### config.mk
export PLATFORM = sky130hd
export DESIGN_NAME = game_flow_ctrl
export DESIGN_NICKNAME = d
export VERILOG_FILES = /design/src/rtl/game_pkg.sv /design/src/rtl/tick_counter.sv /design/src/rtl/game_flow_ctrl.sv
export SDC_FILE = /design/constraint.sdc
export NUM_CORES = 1
export LEC_CHECK = 0
export BUFFER_PORTS_ARGS = -buffer_cell sky130_fd_sc_hd__buf_2
export CAP_MARGIN = 20
export CORE_MARGIN = 2
export CORE_UTILIZATION = 45
export DETAILED_ROUTE_END_ITERATION = 7
export PLACE_DENSITY_LB_ADDON = 0.1
export SLEW_MARGIN = 20
export SYNTH_ARGS = -nofsm -noshare
export SYNTH_HDL_FRONTEND = slang
export SYNTH_SLANG_ARGS = --single-unit
### constraint.sdc
create_clock -name clk -period 2 [get_ports clk]
set_input_delay 0.6 -clock clk [delete_from_list [all_inputs] [get_ports clk]]
set_output_delay 0.6 -clock clk [all_outputs]
set_load 0.02 [all_outputs]
### src/rtl/game_pkg.sv
// Shared state encodings and helpers for the rhythm-game sequencer.
package game_pkg;
  localparam int ST_W = 3;

  localparam logic [ST_W-1:0] ST_IDLE      = 3'd0;
  localparam logic [ST_W-1:0] ST_CLEAR     = 3'd1;
  localparam logic [ST_W-1:0] ST_COUNTDOWN = 3'd2;
  localparam logic [ST_W-1:0] ST_PLAY      = 3'd3;
  localparam logic [ST_W-1:0] ST_RESULT    = 3'd4;

  localparam int DEF_TICKS_PER_S = 1000;

  function automatic int imax(input int a, input int b);
    return (a > b) ? a : b;
  endfunction
endpackage

### src/rtl/tick_counter.sv
// Enabled up-counter with synchronous clear; at MAX it either holds (sat) or wraps to zero.
module tick_counter #(
  parameter int WIDTH = 11,
  parameter int MAX   = 2000
) (
  input  logic             clk,
  input  logic             rst,
  input  logic             i_clr,
  input  logic             i_en,
  input  logic             i_sat,
  output logic [WIDTH-1:0] o_cnt,
  output logic             o_at_max
);
  localparam logic [WIDTH-1:0] MAX_V = WIDTH'(MAX);

  logic [WIDTH-1:0] cnt_q, cnt_d;

  always_ff @(posedge clk) begin
    if (!rst) cnt_q <= '0;
    else      cnt_q <= cnt_d;
  end

  always_comb begin
    cnt_d = cnt_q;
    if (i_clr) begin
      cnt_d = '0;
    end else if (i_en) begin
      if (cnt_q == MAX_V) cnt_d = i_sat ? cnt_q : '0;
      else                cnt_d = cnt_q + WIDTH'(1);
    end
  end

  assign o_cnt    = cnt_q;
  assign o_at_max = (cnt_q == MAX_V);
endmodule

### src/rtl/game_flow_ctrl.sv
// Game sequencer: IDLE -> CLEAR -> COUNTDOWN -> PLAY -> RESULT, with soft-clear,
// restart/abort handling and gating of the 1 ms tick into the game timer.
module game_flow_ctrl
  import game_pkg::*;
#(
  parameter int COUNTDOWN_S    = 3,
  parameter int TICKS_PER_S    = DEF_TICKS_PER_S,
  parameter int RESULT_HOLD_MS = 2000,
  parameter int CLR_CYC        = 4
) (
  input  logic            clk,
  input  logic            rst,
  input  logic            i_tick,
  input  logic            i_start,
  input  logic            i_restart,
  input  logic            i_game_end,
  output logic [ST_W-1:0] o_state,
  output logic            o_soft_clr,
  output logic            o_gated_tick,
  output logic            o_game_run,
  output logic            o_game_over,
  output logic [1:0]      o_countdown
);
  localparam int MS_W  = $clog2(imax(TICKS_PER_S, RESULT_HOLD_MS) + 1);
  localparam int CLR_W = $clog2(CLR_CYC + 1);

  localparam logic [MS_W-1:0]  TPS_LAST = MS_W'(TICKS_PER_S - 1);
  localparam logic [CLR_W-1:0] CLR_LAST = CLR_W'(CLR_CYC - 1);
  localparam logic [1:0]       SEC_INIT = 2'(COUNTDOWN_S);

  logic [ST_W-1:0]  state_q, state_d;
  logic [1:0]       sec_q, sec_d;
  logic [CLR_W-1:0] clr_q, clr_d;
  logic             end_prev_q;

  logic             ms_clr, ms_en, ms_sat, ms_at_max;
  logic [MS_W-1:0]  ms_cnt;
  logic             end_rise;

  assign end_rise = i_game_end & ~end_prev_q;
  assign ms_sat   = (state_q == ST_RESULT);

  // The ms counter saturates at the RESULT hold time; the COUNTDOWN second
  // boundary is produced by clearing it at TICKS_PER_S-1, so it never needs
  // to wrap on its own as long as TICKS_PER_S-1 <= RESULT_HOLD_MS.
  tick_counter #(
    .WIDTH (MS_W),
    .MAX   (RESULT_HOLD_MS)
  ) u_ms_cnt (
    .clk      (clk),
    .rst      (rst),
    .i_clr    (ms_clr),
    .i_en     (ms_en),
    .i_sat    (ms_sat),
    .o_cnt    (ms_cnt),
    .o_at_max (ms_at_max)
  );

  always_ff @(posedge clk) begin
    if (!rst) begin
      state_q    <= ST_IDLE;
      sec_q      <= '0;
      clr_q      <= '0;
      end_prev_q <= 1'b0;
    end else begin
      state_q    <= state_d;
      sec_q      <= sec_d;
      clr_q      <= clr_d;
      end_prev_q <= i_game_end;
    end
  end

  always_comb begin
    state_d = state_q;
    sec_d   = sec_q;
    clr_d   = '0;
    ms_clr  = 1'b0;
    ms_en   = 1'b0;
    unique case (state_q)
      ST_IDLE: begin
        if (i_start) state_d = ST_CLEAR;
      end
      ST_CLEAR: begin
        clr_d = clr_q + CLR_W'(1);
        if (clr_q == CLR_LAST) begin
          state_d = ST_COUNTDOWN;
          sec_d   = SEC_INIT;
          ms_clr  = 1'b1;
        end
      end
      ST_COUNTDOWN: begin
        if (i_restart) begin
          state_d = ST_CLEAR;
        end else if (i_tick) begin
          if (ms_cnt == TPS_LAST) begin
            ms_clr = 1'b1;
            sec_d  = sec_q - 2'd1;
            if (sec_q == 2'd1) state_d = ST_PLAY;
          end else begin
            ms_en = 1'b1;
          end
        end
      end
      ST_PLAY: begin
        if (i_restart) begin
          state_d = ST_CLEAR;
        end else if (end_rise) begin
          state_d = ST_RESULT;
          ms_clr  = 1'b1;
        end
      end
      ST_RESULT: begin
        ms_en = i_tick;
        if (i_restart && ms_at_max) state_d = ST_CLEAR;
      end
      default: state_d = ST_IDLE;
    endcase
  end

  always_comb begin
    o_state      = state_q;
    o_soft_clr   = (state_q == ST_CLEAR);
    o_game_run   = (state_q == ST_PLAY);
    o_game_over  = (state_q == ST_RESULT);
    o_countdown  = (state_q == ST_COUNTDOWN) ? sec_q : 2'd0;
    o_gated_tick = i_tick & (state_q == ST_PLAY);
  end
endmodule

Word-level counts from Yosys, hierarchy flattened
Index checks and enable logic that the tools add are counted.
{"block": "totals", "rom_bits": 0, "input_bits": 6, "register_bits": 20, "elab_cells": 68, "ram_bits": 0, "memories": 0, "out_inout_bits": 9, "latchBits": 0}
{"block": "op_classes", "reduce_logical": 8, "shifts": 0, "mul": 0, "n_eq_ne": 19, "magnitude_cmp": 0, "muxes": 29, "n_div": 0, "n_bitwise": 4, "add_sub_neg": 3}
{"op": "$mux 3", "count": 9}
{"op": "$mux 11", "count": 2}
{"op": "$pmux 3 s5", "count": 1}
{"op": "$ne 2x2->1 const B", "count": 6}
{"op": "$add 11x1->11 const B", "count": 1}
{"op": "$eq 11x10->1 const B", "count": 1}
{"op": "$eq 11x11->1 const B", "count": 1}
{"op": "$mux 2", "count": 5}
{"op": "$eq 3x2->1 const B", "count": 3}
{"op": "$mux 1", "count": 9}
{"op": "$ne 3x3->1 const B", "count": 3}
{"op": "$reduce_and 7->1", "count": 1}
{"op": "$reduce_and 5->1", "count": 1}
{"op": "$pmux 2 s2", "count": 1}
{"op": "$reduce_and 2->1", "count": 2}
{"op": "$add 3x1->3 const B", "count": 1}
{"op": "$eq 3x1->1 const B", "count": 1}
{"op": "$eq 3x3->1 const B", "count": 1}
{"op": "$logic_not 3->1", "count": 1}
{"op": "$ne 3x2->1 const B", "count": 1}
{"op": "$pmux 1 s3", "count": 1}
{"op": "$and 1x1->1", "count": 2}
{"op": "$eq 2x1->1 const B", "count": 1}
{"op": "$ne 2x1->1 const B", "count": 1}
{"op": "other kinds (6)", "count": 7}

Depth between registers and ports, before layout
{"block": "logic_depth", "depth_word": 6, "depth_mapped": 9, "mapped_depth_nobuf": 7}

By module
A second synthesis with hierarchy kept.
{"block": "unflattened", "hier_cells": 150, "hier_area_um2": 1292.5}
{"mod": "tick_counter", "instances": 1, "seq_area_each_um2": 220.2, "area_per_inst_um2": 653.1, "cells_per_inst": 76}
{"mod": "game_flow_ctrl", "instances": 1, "seq_area_each_um2": 180.2, "area_per_inst_um2": 639.4, "cells_per_inst": 74}

Worst setup path before layout
No wires, ideal clock.
{"block": "synth_timing", "path_kind": "reg2reg", "startpoint": "reg state_q[0], in the netlist o_state[0]", "endpoint": "reg u_ms_cnt.cnt_q[9], in the netlist u_ms_cnt.o_cnt[9]", "stages_incl_launch_ff": 8, "slack_ns": -0.005, "period_less_slack_ns": 2.005, "path_buffers": 2, "required_time_ns": 1.876, "setup_time_ns": 0.124, "t_arrival_ns": 1.882, "cell_sequence": "dfxtp_1 -> buf_6 -> inv_1 -> nor3_1 -> nand2_1 -> nand4_1 -> buf_2 -> nor3_2"}
{"block": "synth_between", "elab_chain_cells": 3, "word_cells_on_any_way": 9, "cone_classes": "eq/ne (5); mux (2); reduce/logical (2)"}
{"item": "from (decl)", "line": "game_flow_ctrl.sv:31", "text": "logic [ST_W-1:0] state_q, state_d;"}
{"item": "from (signal assigned)", "line": "game_flow_ctrl.sv:66", "text": "state_q <= state_d;"}
{"item": "$eq 3x1->1"}
{"item": "net o_soft_clr", "line": "game_flow_ctrl.sv:18", "text": "output logic o_soft_clr,"}
{"item": "$pmux 1 s3", "line": "game_flow_ctrl.sv:79", "text": "unique case (state_q)"}
{"item": "$reduce_or 2->1 (no line)"}
{"item": "to (signal assigned)", "line": "tick_counter.sv:20", "text": "else cnt_q <= cnt_d;"}
{"item": "to (decl)", "line": "tick_counter.sv:16", "text": "logic [WIDTH-1:0] cnt_q, cnt_d;"}
The timed path passes the listed nets, and every way through them passes these cells.
A chain may end at the register's enable or synchronous reset.

Worst setup path after layout
{"block": "layout_timing", "startpoint": "reg state_q[0], in the netlist o_state[0]", "endpoint": "out o_soft_clr"}
{"block": "layout_between", "elab_chain_cells": 1}
{"item": "$eq 3x1->1", "line": "game_flow_ctrl.sv:122", "text": "o_soft_clr = (state_q == ST_CLEAR);"}
{"item": "to (decl)", "line": "game_flow_ctrl.sv:18"}
Every way passes these cells.

==> impl_metrics.csv <==
group,metric,value,unit
status,status,"complete, no violations",
clocking,clkSinkCount,20,
timing,timing.final.crit_share,95.6,%
hold_path,hold_end,"clr_q[0]",
grt,antenna_found_initial,0,
timing,clock_skew,0.00476,ns
grt,grt_pass1_vias,1062,
synth,async_reset_ff_share,0,%
synth,synth_ff_type,"dfxtp_1",
synth,yosysTopAreaCellShare,33.3,%
synth,synth_area,0.00120,mm2
detailed_routing,drtIter0Drc,35,
synth,ys_top_cells_by_count,"dfxtp_1, nand2_1, nor2_1, inv_1, nand3_1",
final_layout,layout.nets,181,
synth,synth_fa_ha_area_share,5.20,%
timing,finalSetupViolCount,0,
hold_path,hold_path.class,"flop to flop",
synth,synth.yosys.seq_area_share,33.3,%
synth,synth_xor_area_share,1.46,%
worst_setup_path,r2r_end,"u_ms_cnt.o_cnt[7]",
worst_setup_path,endpoint_kind,"output port",
final_layout,drive_above_1_share,28.0,%
floorplan,start_util,48.1,%
worst_setup_path,crit_path_max_incr_delay,0.41,ns
floorplan,fp.dieH,55.7,um
worst_setup_path,r2r-start,"u_ms_cnt.o_cnt[0]",
synth,synth-compound-area-share,19.0,%
grt,grt_max_degree,12,
worst_setup_path,path_depth,3,
timing,worst_pin_slew,0.316,ns
synth,yosysTopAreaCell,"dfxtp_1",
final_layout,synthToLayoutAreaGrowth,18.3,%
worst_setup_path,crit_start,"o_state[0]",
worst_setup_path,critPathRequiredTime,1.40,ns
detailed_routing,first_pass_iters,4,
timing,max_clock_freq,523,MHz
floorplan,fp-row-count,18,
grt,grt_pass1_wl,4800,um
power,leakagePower,0.595,nW
timing,grt_setup_unrepaired,"no",
clocking,numCtsBuffers,3,
clocking,clkSlewWorstSetupHoldPaths,0.11,ns
synth,synth_mux_area_share,1.66,%
timing,hold_violations,0,
worst_setup_path,critPathLaunchType,"flop",
synth,synth_top_family_by_area,"simple AND/OR/NAND/NOR gates",
synth,synth_cells,141,
timing,hold_ws,0.432,ns
detailed_routing,wl_per_cell,14.3,um
timing,tns,0,ns
synth,ys_types,44,
worst_setup_path,r2r_setup_slack,0.15,ns
run,cap_viol_max_count,0,
clocking,cts_buffer_depth,2,
clocking,cts_root_buf,"clkbuf_4",
grt,use_met2,27.9,%
power,total_power,0.781,mW
detailed_routing,drc,0,
synth,syn_area_per_cell,8.53,um2
detailed_routing,num_vias,1150,
grt,track_usage,19.1,%
synth,ys_warn_count,0,
synth,ys_ff_latch,20,
grt,top_usage_layer,"met1",
power,ir_worst_vdd,0.357,mV
floorplan,ios,15,
place,place.gp.congestion,0.875,
clocking,clock_latency,0.30,ns
worst_setup_path,critPathKind,"flop to output port",
worst_setup_path,worstPathArrival,1.31,ns
worst_setup_path,crit_family,"flip-flops",
synth,synth_edf_count,0,
grt,grt-ovfl-total,0,
worst_setup_path,critPathBufInv,2,
synth,synthTopCellsByArea,"dfxtp_1, ha_1, nand2_1",
synth,syn-num-nets,152,
power,power_density,549,mW/mm2
timing,maxSlewViolCount,0,
final_layout,n_antenna_cell,0,
synth,post-synth-top-count-cell,"dfxtp_1",
floorplan,die_w,55.7,um
clocking,htreeDepth,1,
grt,met1_usage,27.9,%
worst_setup_path,path_max_fanout,6,
place,dpl.hpwl,2200,um
timing,slew_headroom,78.7,%
detailed_routing,drtAntennaViolNets,0,
place,io_buffers,14,
worst_setup_path,crit_chain,"inv_1 -> nor3_2 -> buf_2",
clocking,cts_tree,"done",
detailed_routing,drt-total-wl,2840,um
hold_path,hp-start,"clr_q[0]",
synth,yosys.area_share.simple,33.3,%
floorplan,core_area,0.00250,mm2
hold_path,min_path_cells,1,
floorplan,dieArea,0.00310,mm2
timing,min_period,1.91,ns
detailed_routing,viasPerCell,5.81,
worst_setup_path,worst_path_max_delay_cell,"dfxtp_2",
grt,use_met3,3.02,%
worst_setup_path,reg2regPathDepth,7,
==> worst max path at each step <==
stage	endpoint	slack [ns]
after floorplan	u_ms_cnt.o_cnt[10]	0.06
after global placement	u_ms_cnt.o_cnt[10]	-0.03
after detailed placement	u_ms_cnt.o_cnt[10]	-0.05
after CTS	o_countdown[0]	0.02
after global routing	o_soft_clr	0.009
final	o_soft_clr	0.09
==> cells in the final DEF, fill, tap and decap left out, types with 3 or more instances in the layout <==
master / netlist / layout
a21oi_1: 6 / 6
nand2_1: 12 / 12
ha_1: 5 / 5
buf_4: 0 / 15
nand2b_1: 3 / 3
nand3_1: 7 / 7
nor3_2: 2 / 3
o21ai_0: 5 / 5
nor4_1: 3 / 3
nand4_1: 3 / 3
and3_1: 5 / 5
inv_1: 8 / 8
nor3_1: 4 / 3
dfxtp_1: 20 / 17
o31ai_1: 3 / 3
clkbuf_4: 0 / 3
or3_1: 5 / 5
dfxtp_2: 0 / 3
buf_2: 1 / 14
nor2_1: 12 / 12
==> power by group <==
group | total, mW | internal, mW | leakage [nW] | switching, mW
Combinational | 0.159 | 0.0686 | 0.418 | 0.0904
Sequential | 0.429 | 0.412 | 0.163 | 0.0164
Clock | 0.194 | 0.0703 | 0.0138 | 0.124
Total | 0.781 | 0.551 | 0.595 | 0.230
==> cell families (layout without fill, tap and decap cells) <==
logic type,Yosys count,after routing
AOI/OAI and AO/OA,31,31
xor gates and xnor gates,2,2
and+or+nand+nor,68,68
buffers and inverters,13,40
muxes,2,2
DFF,20,20
adders and majority gates,5,5
==> registers in the layout (all words and copies together), names as in the netlist <==
| signal | count |
|---|---|
| clr_q | 3 |
| u_ms_cnt.o_cnt | 11 |
| sec_q | 2 |
| end_prev_q | 1 |
| o_state | 3 |
==> metrics by stage <==
stage          std cells  setup WS [ns]  utilization (%)  cell area [um2]
2_1_floorplan        141         0.0644                -             1210
3_3_place_gp         195        -0.0325             55.4             1390
3_5_place_dp         195        -0.0535             55.4             1390
4_1_cts              198         0.0229             56.4             1410
5_1_grt              198        0.00935             56.9             1420
6_report             198         0.0880             56.9             1420
==> timing repair <==
| item | CTS | global route |
|---|---|---|
| hold buffers | 0 | 0 |
| gates resized for setup | 1 | 4 |
| hold endpoints to repair | 0 | 0 |
| endpoints found under the setup margin | 1 | 5 |
| setup buffers | 0 | 0 |
==> worst reg2reg max path, cell delays in order (launching register included) <==
cell and delay [ns]:
dfxtp_1 0.40, inv_1 0.09, ha_1 0.20, nand2_1 0.16, nor3_2 0.08, o22a_4 0.24
or4_4 0.49, a21oi_2 0.13
==> cell type report <==
class                      instances  area [um2]
fill                             243        1080
multi-input combinational        108         746
sequential                        20         404
timing repair buffer              29         183
tap                               30        37.5
inverter                           8        30.0
clock buffer                       3        22.5
==> per-layer routing <==
| metal | vias up | wire length [um] |
|---|---|---|
| met5 | - | 0 |
| met4 | 0 | 49 |
| met3 | 6 | 110 |
| met2 | 20 | 1290 |
| met1 | 551 | 1390 |
| li1 | 573 | - |
Note: power is estimated with default switching activity, not from simulation.
